### src/rtl/demux1t2_8b_stream_if.sv
// Handshake bundle for the 1-to-2 byte demux: one input stream (D/Sel)
// and two output streams (A, B). The slave modport is the demux side.
interface demux1t2_8b_stream_if #(
    parameter int W = 8
) ();
    logic [W-1:0] D;
    logic         Sel;
    logic         in_valid;
    logic         in_ready;
    logic [W-1:0] FA;
    logic [W-1:0] FB;
    logic         a_valid;
    logic         b_valid;
    logic         a_ready;
    logic         b_ready;

    modport slave (
        input  D, Sel, in_valid, a_ready, b_ready,
        output in_ready, FA, FB, a_valid, b_valid
    );

    modport master (
        output D, Sel, in_valid, a_ready, b_ready,
        input  in_ready, FA, FB, a_valid, b_valid
    );
endinterface

### src/rtl/demux1t2_8b_stream.sv
// Registered 1-to-2 byte demultiplexer. Each accepted byte is steered by Sel
// into a one-entry holding register for channel A (Sel=0) or B (Sel=1).
// A full channel that is being drained on the same edge accepts a new byte,
// so either channel sustains one byte per cycle.
// Optional macro DEMUX_COUNT_EN adds 8-bit wrapping per-channel consume
// counters cnt_a / cnt_b.

// One output channel: EMPTY/FULL holding register with its own handshake.
module demux1t2_8b_stream_chan #(
    parameter int W = 8
) (
    input  logic         clk,
    input  logic         rst_n,
    input  logic         load_i,   // accepted input byte targets this channel
    input  logic [W-1:0] d_i,
    input  logic         ready_i,  // downstream x_ready
    output logic         valid_o,
    output logic [W-1:0] data_o,
    output logic         free_o    // channel can take a byte this cycle
`ifdef DEMUX_COUNT_EN
    ,
    output logic [7:0]   cnt_o
`endif
);
    typedef enum logic {
        EMPTY = 1'b0,
        FULL  = 1'b1
    } state_t;

    state_t       state_q;
    logic [W-1:0] data_q;

    // A full channel being drained this edge frees its slot for a new byte.
    assign free_o  = (state_q == EMPTY) || ready_i;
    assign valid_o = (state_q == FULL);
    assign data_o  = data_q;

    // Channel FSM; data is only written on load so it is held while EMPTY.
    always_ff @(posedge clk or negedge rst_n) begin
        if (!rst_n) begin
            state_q <= EMPTY;
            data_q  <= '0;
        end else begin
            case (state_q)
                EMPTY: begin
                    if (load_i) begin
                        state_q <= FULL;
                        data_q  <= d_i;
                    end
                end
                FULL: begin
                    // load implies ready_i here, so this is consume+reload
                    if (load_i) begin
                        data_q <= d_i;
                    end else if (ready_i) begin
                        state_q <= EMPTY;
                    end
                end
                default: state_q <= EMPTY;
            endcase
        end
    end

`ifdef DEMUX_COUNT_EN
    logic [7:0] cnt_q;
    logic [7:0] cnt_d;

    assign cnt_d = cnt_q + 8'd1;
    assign cnt_o = cnt_q;

    // Count bytes handed downstream; wraps naturally at 8 bits.
    always_ff @(posedge clk or negedge rst_n) begin
        if (!rst_n) begin
            cnt_q <= '0;
        end else if ((state_q == FULL) && ready_i) begin
            cnt_q <= cnt_d;
        end
    end
`endif
endmodule

module demux1t2_8b_stream #(
    parameter int W = 8
) (
    input  logic                 clk,
    input  logic                 rst_n,
    demux1t2_8b_stream_if.slave  bus
`ifdef DEMUX_COUNT_EN
    ,
    output logic [7:0]           cnt_a,
    output logic [7:0]           cnt_b
`endif
);
    logic free_a;
    logic free_b;
    logic accept;
    logic load_a;
    logic load_b;

    // Ready depends only on the selected channel, never on in_valid, so a
    // stall on one channel never blocks the other.
    assign bus.in_ready = bus.Sel ? free_b : free_a;
    assign accept       = bus.in_valid && bus.in_ready;
    assign load_a       = accept && !bus.Sel;
    assign load_b       = accept &&  bus.Sel;

    demux1t2_8b_stream_chan #(.W(W)) u_chan_a (
        .clk     (clk),
        .rst_n   (rst_n),
        .load_i  (load_a),
        .d_i     (bus.D),
        .ready_i (bus.a_ready),
        .valid_o (bus.a_valid),
        .data_o  (bus.FA),
        .free_o  (free_a)
`ifdef DEMUX_COUNT_EN
        ,
        .cnt_o   (cnt_a)
`endif
    );

    demux1t2_8b_stream_chan #(.W(W)) u_chan_b (
        .clk     (clk),
        .rst_n   (rst_n),
        .load_i  (load_b),
        .d_i     (bus.D),
        .ready_i (bus.b_ready),
        .valid_o (bus.b_valid),
        .data_o  (bus.FB),
        .free_o  (free_b)
`ifdef DEMUX_COUNT_EN
        ,
        .cnt_o   (cnt_b)
`endif
    );
endmodule

### src/flat_wrapper.sv
// flat-port wrapper written by rule: the top's interface ports become plain ports
module demux1t2_8b_stream_flat 
#(
    parameter int W = 8
)
  (clk, rst_n, bus_D, bus_Sel, bus_in_valid, bus_a_ready, bus_b_ready, bus_in_ready, bus_FA, bus_FB, bus_a_valid, bus_b_valid);
  demux1t2_8b_stream_if #(.W(W)) bus_i ();
  input  logic clk;
  input  logic rst_n;
  input wire logic [$bits(bus_i.D)-1:0] bus_D;
  input wire logic [$bits(bus_i.Sel)-1:0] bus_Sel;
  input wire logic [$bits(bus_i.in_valid)-1:0] bus_in_valid;
  input wire logic [$bits(bus_i.a_ready)-1:0] bus_a_ready;
  input wire logic [$bits(bus_i.b_ready)-1:0] bus_b_ready;
  output wire logic [$bits(bus_i.in_ready)-1:0] bus_in_ready;
  output wire logic [$bits(bus_i.FA)-1:0] bus_FA;
  output wire logic [$bits(bus_i.FB)-1:0] bus_FB;
  output wire logic [$bits(bus_i.a_valid)-1:0] bus_a_valid;
  output wire logic [$bits(bus_i.b_valid)-1:0] bus_b_valid;
  assign bus_i.D = bus_D;
  assign bus_i.Sel = bus_Sel;
  assign bus_i.in_valid = bus_in_valid;
  assign bus_i.a_ready = bus_a_ready;
  assign bus_i.b_ready = bus_b_ready;
  assign bus_in_ready = bus_i.in_ready;
  assign bus_FA = bus_i.FA;
  assign bus_FB = bus_i.FB;
  assign bus_a_valid = bus_i.a_valid;
  assign bus_b_valid = bus_i.b_valid;
  demux1t2_8b_stream #(.W(W)) u_core (.clk(clk), .rst_n(rst_n), .bus(bus_i));
endmodule
### config.mk
export PLATFORM = sky130hd
export DESIGN_NAME = demux1t2_8b_stream_flat
export DESIGN_NICKNAME = d
export VERILOG_FILES = /design/src/rtl/demux1t2_8b_stream_if.sv /design/src/rtl/demux1t2_8b_stream.sv /design/src/flat_wrapper.sv
export SDC_FILE = /design/constraint.sdc
export NUM_CORES = 1
export LEC_CHECK = 0
export BUFFER_PORTS_ARGS = -buffer_cell sky130_fd_sc_hd__buf_2
export CAP_MARGIN = 20
export CORE_MARGIN = 2
export CORE_UTILIZATION = 48
export DETAILED_ROUTE_END_ITERATION = 16
export GPL_TIMING_DRIVEN = 0
export PLACE_DENSITY = 0.91
export SLEW_MARGIN = 20
export SYNTH_ARGS = -nofsm -noshare
export SYNTH_HDL_FRONTEND = slang
export SYNTH_SLANG_ARGS = --single-unit
### constraint.sdc
create_clock -name clk -period 2.1 [get_ports clk]
set_input_delay 0.42 -clock clk [delete_from_list [all_inputs] [get_ports clk]]
set_output_delay 0.42 -clock clk [all_outputs]
set_load 0.005 [all_outputs]
==> flow_summary.toml, run 1 <==
[outcome]
status = "completed"

[floorplan]
start_util_pct = 51.3
row_count = 14
die_x_um = 44.1
io_pins = 33
dieArea_um2 = 1950
die_y_um = 44.1
core_area_um2 = 1510

[clock_network]
clock_path_buffers = 2
cts_tree = "built"
clk_latency_ns = 0.28
cts_root_buf = "clkbuf_4"
cts-buffers-inserted = 3
path_clk_slew_ns = 0.09
ctsResizeCount = 0
cts_hold_buf = 0
numClockSinks = 18
postCtsSetupBuffers = 0
htreeDepth = 1

[layout]
stdcell_area_um2 = 990
diodes = 0
drive_above_1_share_pct = 71.6
post-route-util_pct = 65.7
layout.nets = 96
fillCellCount = 115
area_growth_pct = 28.0

[logic_synthesis]
yosysMostFrequentCell = "dfrtp_1"
synth_cell_types = 12
ys_seq_elements = 18
synthXorXnorAreaFrac_pct = 0
synth_adder_area_share_pct = 0
ys_warn_count = 0
synth-compound-area-share_pct = 0.647
synthTopCellsByCount = "18 x dfrtp_1, 8 x mux2_2, 8 x mux2_4"
synthSimpleGateAreaFrac_pct = 11.3
synth_mux_area_share_pct = 27.2
ys_seq_area_share_pct = 58.3
yosys.area.top_type = "dfrtp_1"
synthFlopType = "dfrtp_1"
synth_nets = 59
synth_area_um2 = 773
synthArstFlopShare_pct = 100
postSynthAreaPerCell_um2 = 17.2
synth_edf_count = 0
yosys-top-cells-area = "dfrtp_1 58%, mux2_4 16%, mux2_2 12%"
synth_top_family_by_area = "multiplexers"
syn_inst = 45
synth.top_cell.area_share_pct = 58.3

[worst_setup_path]
crit_chain = "and2b_2 -> a21oi_1 -> buf_2"
cp.required_ns = 1.68
rr_endpoint = "u_core.u_chan_b.data_o[4]"
startpoint_type = "register"
worstSetupPathType = "reg2out"
rrSetupSlack_ns = 0.82
r2r-start = "u_core.u_chan_b.valid_o"
cp_slowest_cell = "dfrtp_1"
rr_worst_depth = 3
crit_arrival_ns = 1.17
cpPeakStageDelay_ns = 0.38
cp_max_fo = 3
cp-end-kind = "primary output"

[sta]
fmax_ghz = 0.630
slew_violations = 0
finalHoldViolCount = 0
worst_slew_pin_slew_ns = 0.384
fin_tns_setup_ns = 0
setup_slack_ns = 0.512
rsz0062_at_grt = "no"
timing.final.setup_violations = 0
skew_ns = 0.00174
slew_headroom_pct = 74.4
period_share_pct = 75.6
period_needed_ns = 1.59

[drt]
drt_iter0_markers = 1
ant_nets = 0
vias_per_cell = 4.91
via_count = 476
finalWirelength_mm = 1.21
drc = 0
wl_per_cell_um = 12.5
first_pass_iters = 4

[placement]
pre_cts_slack_ns = 0.666
portBuffers = 32
placed_area_um2 = 953
place_congestion = 0.625
hpwl_um = 898

[global_route]
grt_pass1_vias = 456
use_met2_pct = 23.2
grt.total_usage_pct = 14.1
grt-ovfl-total = 0
met3_usage_pct = 3.67
met1_usage_pct = 17.7
antenna_found_initial = 0
top_usage_layer = "met2"
grt_max_degree = 19
grt_first_pass_wirelength_mm = 1.97

[pwr]
peakVddDrop_mv = 0.411
power_uw = 830
p_per_area_nw_per_um2 = 839
p_leak_uw = 0.000512

[worst_hold_path]
hold_class = "in2async"

[run]
max-cap-violations = 0
final cells by class:
type	count	area (um^2)	share of cell area, %
well taps	16	20.0	2.02
plain buffers	1	20.0	2.02
clock buffers	4	36.3	3.67
repair buffers	32	160	16.2
multi-input cells	26	303	30.6
flip-flops and latches	18	450	45.5
worst max-delay path by stage:
stage / startpoint / to / slack (ns) / cells past startpoint
floorplan: bus_b_ready / u_core.u_chan_b.data_o[0] / 0.82 / 3
global placement: bus_b_ready / u_core.u_chan_b.data_o[4] / 0.67 / 4
detailed placement: bus_b_ready / u_core.u_chan_b.data_o[4] / 0.67 / 4
CTS: u_core.u_chan_b.valid_o / bus_in_ready / 0.50 / 3
global route: u_core.u_chan_b.valid_o / bus_in_ready / 0.44 / 3
finish: u_core.u_chan_b.valid_o / bus_in_ready / 0.51 / 3
registers in the layout, summed over array words and instances (netlist names):
register,flops
u_core.u_chan_a.data_o,8
u_core.u_chan_b.data_o,8
u_core.u_chan_b.valid_o,1
u_core.u_chan_a.valid_o,1
metal layers:
metal,up-vias,routed length (um)
li1,228,-
met3,2,105
met5,-,0
met1,223,545
met2,23,558
met4,0,5
stage by stage:
stage / hold slack (ns) / std cells
floorplan: 0.124 / 45
global placement: 0.358 / 93
detailed placement: 0.365 / 93
CTS: 0.0517 / 97
global route: 0.0664 / 97
finish: 0.0443 / 97
cells by family after synthesis:
| family | after synthesis |
|---|---|
| simple gates | 9 |
| flops | 18 |
| compound gates | 1 |
| mux | 16 |
| buf+inv | 1 |
worst max-delay path: cells and delay by family (launching register included):
| kind | cells | cell delay (ns) |
|---|---|---|
| simple gates | 1 | 0.24 |
| compound gates | 1 | 0.14 |
| buf+inv | 1 | 0.12 |
| flops | 1 | 0.38 |
cell usage in the layout, fill, tap and decap left out:
cell type   n
nor2b_4     1
a21oi_1     1
nand2b_1    1
mux2_4      8
nor2_8      1
mux2_2      8
nand2_1     2
clkbuf_8    1
dfrtp_1    18
nand2b_4    2
nor2_1      1
buf_12      1
buf_2      32
clkbuf_4    3
and2b_2     1
where the power goes:
part | internal [uW] | leakage, uW | switching (uW)
clock network | 105 | 0.0000210 | 98.1
logic | 123 | 0.000278 | 70.8
registers | 405 | 0.000212 | 27.5
total | 634 | 0.000512 | 196
(Power assumes the default switching activity.)
==> run 2: changes to the inputs <==
ABC_AREA = 1   (was not set)
CORE_UTILIZATION = 41   (was 48)
PLACE_DENSITY = 0.83   (was 0.91)
clock period = 1.4 ns   (was 2.1 ns; I/O delays follow)
==> flow_summary.toml, run 2 <==
[layout]
stdcell_area_um2 = 1070
final_common_cell = "nand2_1"
post-route-util_pct = 56.2
layout_common_cells = "37 x nand2_1, 31 x buf_2, 18 x dfrtp_1"
layout.nets = 137
diodes = 0
drive_above_1_share_pct = 39.3
area_growth_pct = 32.6

[worst_setup_path]
cp_max_fo = 3
rr_endpoint = "u_core.u_chan_a.data_o[1]"
startpoint = "u_core.u_chan_a.valid_o"
worstSetupEndpoint = "bus_in_ready"
cp.depth = 4
worstSetupPathType = "reg2out"
cp_top_family = "flip-flops"
cp.required_ns = 1.12
crit_arrival_ns = 1.02
rrSetupSlack_ns = 0.34
cp-end-kind = "primary output"
path_buf_inv = 1
cp_slowest_cell = "dfrtp_1"
cpPeakStageDelay_ns = 0.40
startpoint_type = "register"
r2r-start = "u_core.u_chan_a.valid_o"
crit_top_cell = "nand2_1"
crit_chain = "nand2_2 -> nand2_1 -> nand2_1 -> buf_2"
rr_worst_depth = 6

[logic_synthesis]
ys_warn_count = 0
yosysMostFrequentCell = "nand2_1"
yosys.area.top_type = "dfrtp_1"
ys_seq_area_share_pct = 55.9
synth_cell_types = 10
ys_seq_elements = 18
synthArstFlopShare_pct = 100
postSynthAreaPerCell_um2 = 9.71
synth_nets = 97
syn_inst = 83
synth_area_um2 = 806
synth.top_cell.area_share_pct = 55.9
synth_edf_count = 0
yosys-top-cells-area = "dfrtp_1 56%, nand2_1 17%, nand4_1 12%"
synthTopCellsByCount = "37 x nand2_1, 18 x dfrtp_1, 16 x nand4_1"
synthFlopType = "dfrtp_1"

[sta]
rsz0062_at_grt = "no"
slew_headroom_pct = 73.6
worst_slew_pin_slew_ns = 0.396
slew_violations = 0
fmax_ghz = 0.766
period_needed_ns = 1.30
timing.final.setup_violations = 0
fin_tns_setup_ns = 0
finalHoldViolCount = 0
period_share_pct = 93.2
skew_ns = 0.00121

[placement]
placed_area_um2 = 995
hpwl_mm = 1.33
portBuffers = 31
place_congestion = 0.761

[floorplan]
die_x_um = 48.3
row_count = 16
start_util_pct = 42.4
core_area_um2 = 1900
dieArea_um2 = 2340
io_pins = 33
die_y_um = 48.3

[drt]
drt_iter0_markers = 7
vias_per_cell = 4.94
dr_wl_met2_um = 997
ant_nets = 0
wl_per_cell_um = 12.2
first_pass_iters = 4
top_layer = "met4"
via_count = 736
m1WireLength_um = 710
drc = 0
finalWirelength_mm = 1.81
wl_met3_um = 76

[global_route]
grt_pass1_vias = 705
grt_max_degree = 19
grt_first_pass_wirelength_mm = 2.99
antenna_found_initial = 0
grt.total_usage_pct = 16.8
grt-ovfl-total = 0

[pwr]
p_per_area_nw_per_um2 = 1150
peakVddDrop_mv = 0.625
p_leak_uw = 0.000609
power_uw = 1230

[clock_network]
numClockSinks = 18
cts_root_buf = "clkbuf_4"
clock_path_buffers = 2
htreeDepth = 1
cts-buffers-inserted = 3
clk_latency_ns = 0.29
path_clk_slew_ns = 0.10
cts_tree = "built"

[worst_hold_path]
hold_class = "in2reg"
hold_path_depth = 3

[outcome]
status = "completed"

[run]
max-cap-violations = 0
==> run 2: cell count changes in the layout (fill, tap and decap cells not counted), moves of 2 or more <==
| cell | change |
|---|---|
| buf_4 | +5 |
| buf_6 | +2 |
| inv_1 | +2 |
| mux2_2 | -8 |
| mux2_4 | -8 |
| nand2_1 | +35 |
| nand2b_4 | -2 |
| nand3_4 | +2 |
| nand4_1 | +16 |
==> run 2: stage by stage <==
step / std cells / worst slack, ns / hold slack [ns]
after global placement: 141 / 0.229 / 0.214
final: 149 / 0.0952 / 0.252
after floorplan: 83 / 0.383 / -0.0156
after global routing: 149 / 0.0273 / 0.246
after detailed placement: 141 / 0.219 / 0.228
after CTS: 147 / 0.0325 / 0.249
==> run 2: worst min path at each step <==
stage / slack, ns / from / to
finish: 0.25 / bus_D[1] / u_core.u_chan_b.data_o[1]
global route: 0.25 / bus_D[3] / u_core.u_chan_a.data_o[3]
CTS: 0.25 / bus_D[7] / u_core.u_chan_b.data_o[7]
detailed placement: 0.23 / rst_n / u_core.u_chan_b.data_o[6]
global placement: 0.21 / rst_n / u_core.u_chan_b.data_o[6]
floorplan: -0.02 / rst_n / u_core.u_chan_a.data_o[0]
==> run 2: kinds of logic (layout without fill, tap and decap cells) <==
family,Yosys count,after routing,share of synthesized area (%)
and+or+nand+nor,57,57,35.6
buffers and inverters,8,47,8.54
DFF,18,18,55.9
==> run 2: layout make-up <==
cell class | count | area, um^2
Fill cell | 183 | 833
Inverter | 3 | 11.3
Tap cell | 27 | 33.8
Timing Repair Buffer | 37 | 203
Sequential cell | 18 | 450
Multi-Input combinational cell | 57 | 292
Buffer | 3 | 42.5
Clock buffer | 4 | 36.3
==> run 2: layer usage <==
metal / vias to the layer above / global-route usage (%)
met5: - / 0
met4: 0 / 10.0
met3: 4 / 2.16
met2: 29 / 29.6
met1: 340 / 19.4
li1: 363 / -
==> run 2: worst register-to-register path: cells and delay by family (launching register included) <==
| kind | cells | cell delay (ns) |
|---|---|---|
| buffers and inverters | 2 | 0.22 |
| flip-flops | 1 | 0.40 |
| AND/OR/NAND/NOR | 4 | 0.34 |
==> run 2: report_power, final <==
part	internal, uW	total [uW]	switching, uW
registers	598	640	41.7
logic	133	278	145
clock network	158	313	155
==> run 2: repair_timing <==
item / 4_1_cts / 5_1_grt
pin swaps: 1 / 3
hold buffers: 1 / 0
endpoints found under the hold margin: 18 / 0
endpoints found under the setup margin: 1 / 1
buffers inserted: 2 / 3
resized for setup: 2 / 0
==> run 3: changes to the inputs <==
CORE_UTILIZATION = 44   (was 41)
CTS_BUF_LIST = sky130_fd_sc_hd__clkbuf_4   (was not set)
PLACE_DENSITY = 0.88   (was 0.83)
==> flow_summary.toml, run 3 (same netlist as run 2, synthesis figures left out) <==
[global_route]
grt_pass1_vias = 646
grt.total_usage_pct = 17.1
grt_first_pass_wirelength_mm = 2.60
antenna_found_initial = 0
grt_max_degree = 19
grt-ovfl-total = 0

[drt]
via_count = 757
ant_nets = 0
drc = 0
drt_iter0_markers = 25
wl_per_cell_um = 12.4
first_pass_iters = 4
vias_per_cell = 5.22
finalWirelength_mm = 1.80

[layout]
stdcell_count = 145
fillCellCount = 157
final_common_cell = "nand2_1"
diodes = 0
area_growth_pct = 30.0
layout.nets = 136
drive_above_1_share_pct = 39.2
layout_common_cells = "36 x nand2_1, 31 x buf_2, 18 x dfrtp_1"

[worst_setup_path]
path_buf_inv = 1
crit_chain = "nand2_4 -> nand2_2 -> nand2_1 -> buf_2"
cp.required_ns = 1.12
cp_top_family = "flip-flops"
crit_arrival_ns = 1.04
cp_max_fo = 8
worstSetupPathType = "reg2out"
cp-end-kind = "primary output"
cpPeakStageDelay_ns = 0.41
cp_slowest_cell = "dfrtp_1"
startpoint_type = "register"

[sta]
period_share_pct = 94.1
slew_headroom_pct = 73.7
slew_violations = 0
skew_ns = 0.000703
finalHoldViolCount = 0
setup_slack_ns = 0.0832
fmax_ghz = 0.759
timing.final.setup_violations = 0
worst_slew_pin_slew_ns = 0.394
period_needed_ns = 1.32

[pwr]
p_per_area_nw_per_um2 = 1100
power_uw = 1150
p_leak_uw = 0.000598
peakVddDrop_mv = 0.610

[placement]
place_inst = 139
pre_cts_slack_ns = 0.213
place_congestion = 0.806
hpwl_mm = 1.34
portBuffers = 31

[clock_network]
clock_path_buffers = 2
cts-buffers-inserted = 3
cts_root_buf = "clkbuf_4"
path_clk_slew_ns = 0.09
numClockSinks = 18
cts_tree = "built"
clk_latency_ns = 0.28
htreeDepth = 1

[floorplan]
io_pins = 33
dieArea_um2 = 2190
die_y_um = 46.8
die_x_um = 46.8
core_area_um2 = 1730
start_util_pct = 46.7
row_count = 15

[outcome]
status = "completed"

[run]
max-cap-violations = 0

[worst_hold_path]
hold_class = "in2reg"
run 3: layout make-up:
class / instances / area (um^2) / area share [%]
Clock buffer: 3 / 22.5 / 2.15
Tap cell: 25 / 31.3 / 2.99
Timing Repair Buffer: 36 / 195 / 18.6
Sequential cell: 18 / 450 / 43.0
Multi-Input combinational cell: 57 / 294 / 28.1
Inverter: 3 / 11.3 / 1.08
Buffer: 3 / 42.5 / 4.06
run 3: worst register-to-register path, stage by stage, from the launching register on:
cell	delay, ns
dfrtp_1	0.41
nand2_4	0.12
nand3_4	0.13
nand2_1	0.09
nand2_1	0.05
run 3: final timing paths:
check | start | to | slack [ns] | depth (start not counted)
worst min-delay path | bus_D[5] | u_core.u_chan_a.data_o[5] | 0.26 | 3
min in group asynchronous | rst_n | u_core.u_chan_a.data_o[1] | 0.46 | 2
worst min register to register | u_core.u_chan_a.data_o[6] | u_core.u_chan_a.data_o[6] | 0.47 | 2
worst max-delay path | u_core.u_chan_a.valid_o | bus_in_ready | 0.08 | 4
max in group asynchronous | rst_n | u_core.u_chan_b.valid_o | 0.66 | 2
worst max register to register | u_core.u_chan_a.valid_o | u_core.u_chan_a.data_o[1] | 0.50 | 4
run 3: what timing repair did:
action,CTS,global route
hold buffers,1,0
endpoints found under the hold margin,18,0
buffers inserted,1,3
endpoints found under the setup margin,1,1
gates resized for setup,1,2
pin swaps,0,2
cloned,0,0
run 3: metrics by stage:
step	setup TNS [ns]	hold WS [ns]	util [%]	instance area, um^2
detailed placement	0	0.225	57.5	992
CTS	0	0.256	59.6	1030
global placement	0	0.212	57.5	992
floorplan	0	-0.0156	-	806
finish	0	0.259	60.7	1050
global route	-0.000294	0.252	60.7	1050
run 3: per-layer routing:
layer,GRT usage [%],routed length [um],vias up
met1,20.1,730,362
li1,-,-,360
met3,4.62,108,4
met4,8.33,36,0
met5,0,0,-
met2,28.8,922,31
run 3: power breakdown:
part	leakage [uW]	internal (uW)	switching, uW
logic	0.000361	131	146
clock network	0.0000138	99.5	137
registers	0.000223	598	40.6
total	0.000598	829	324
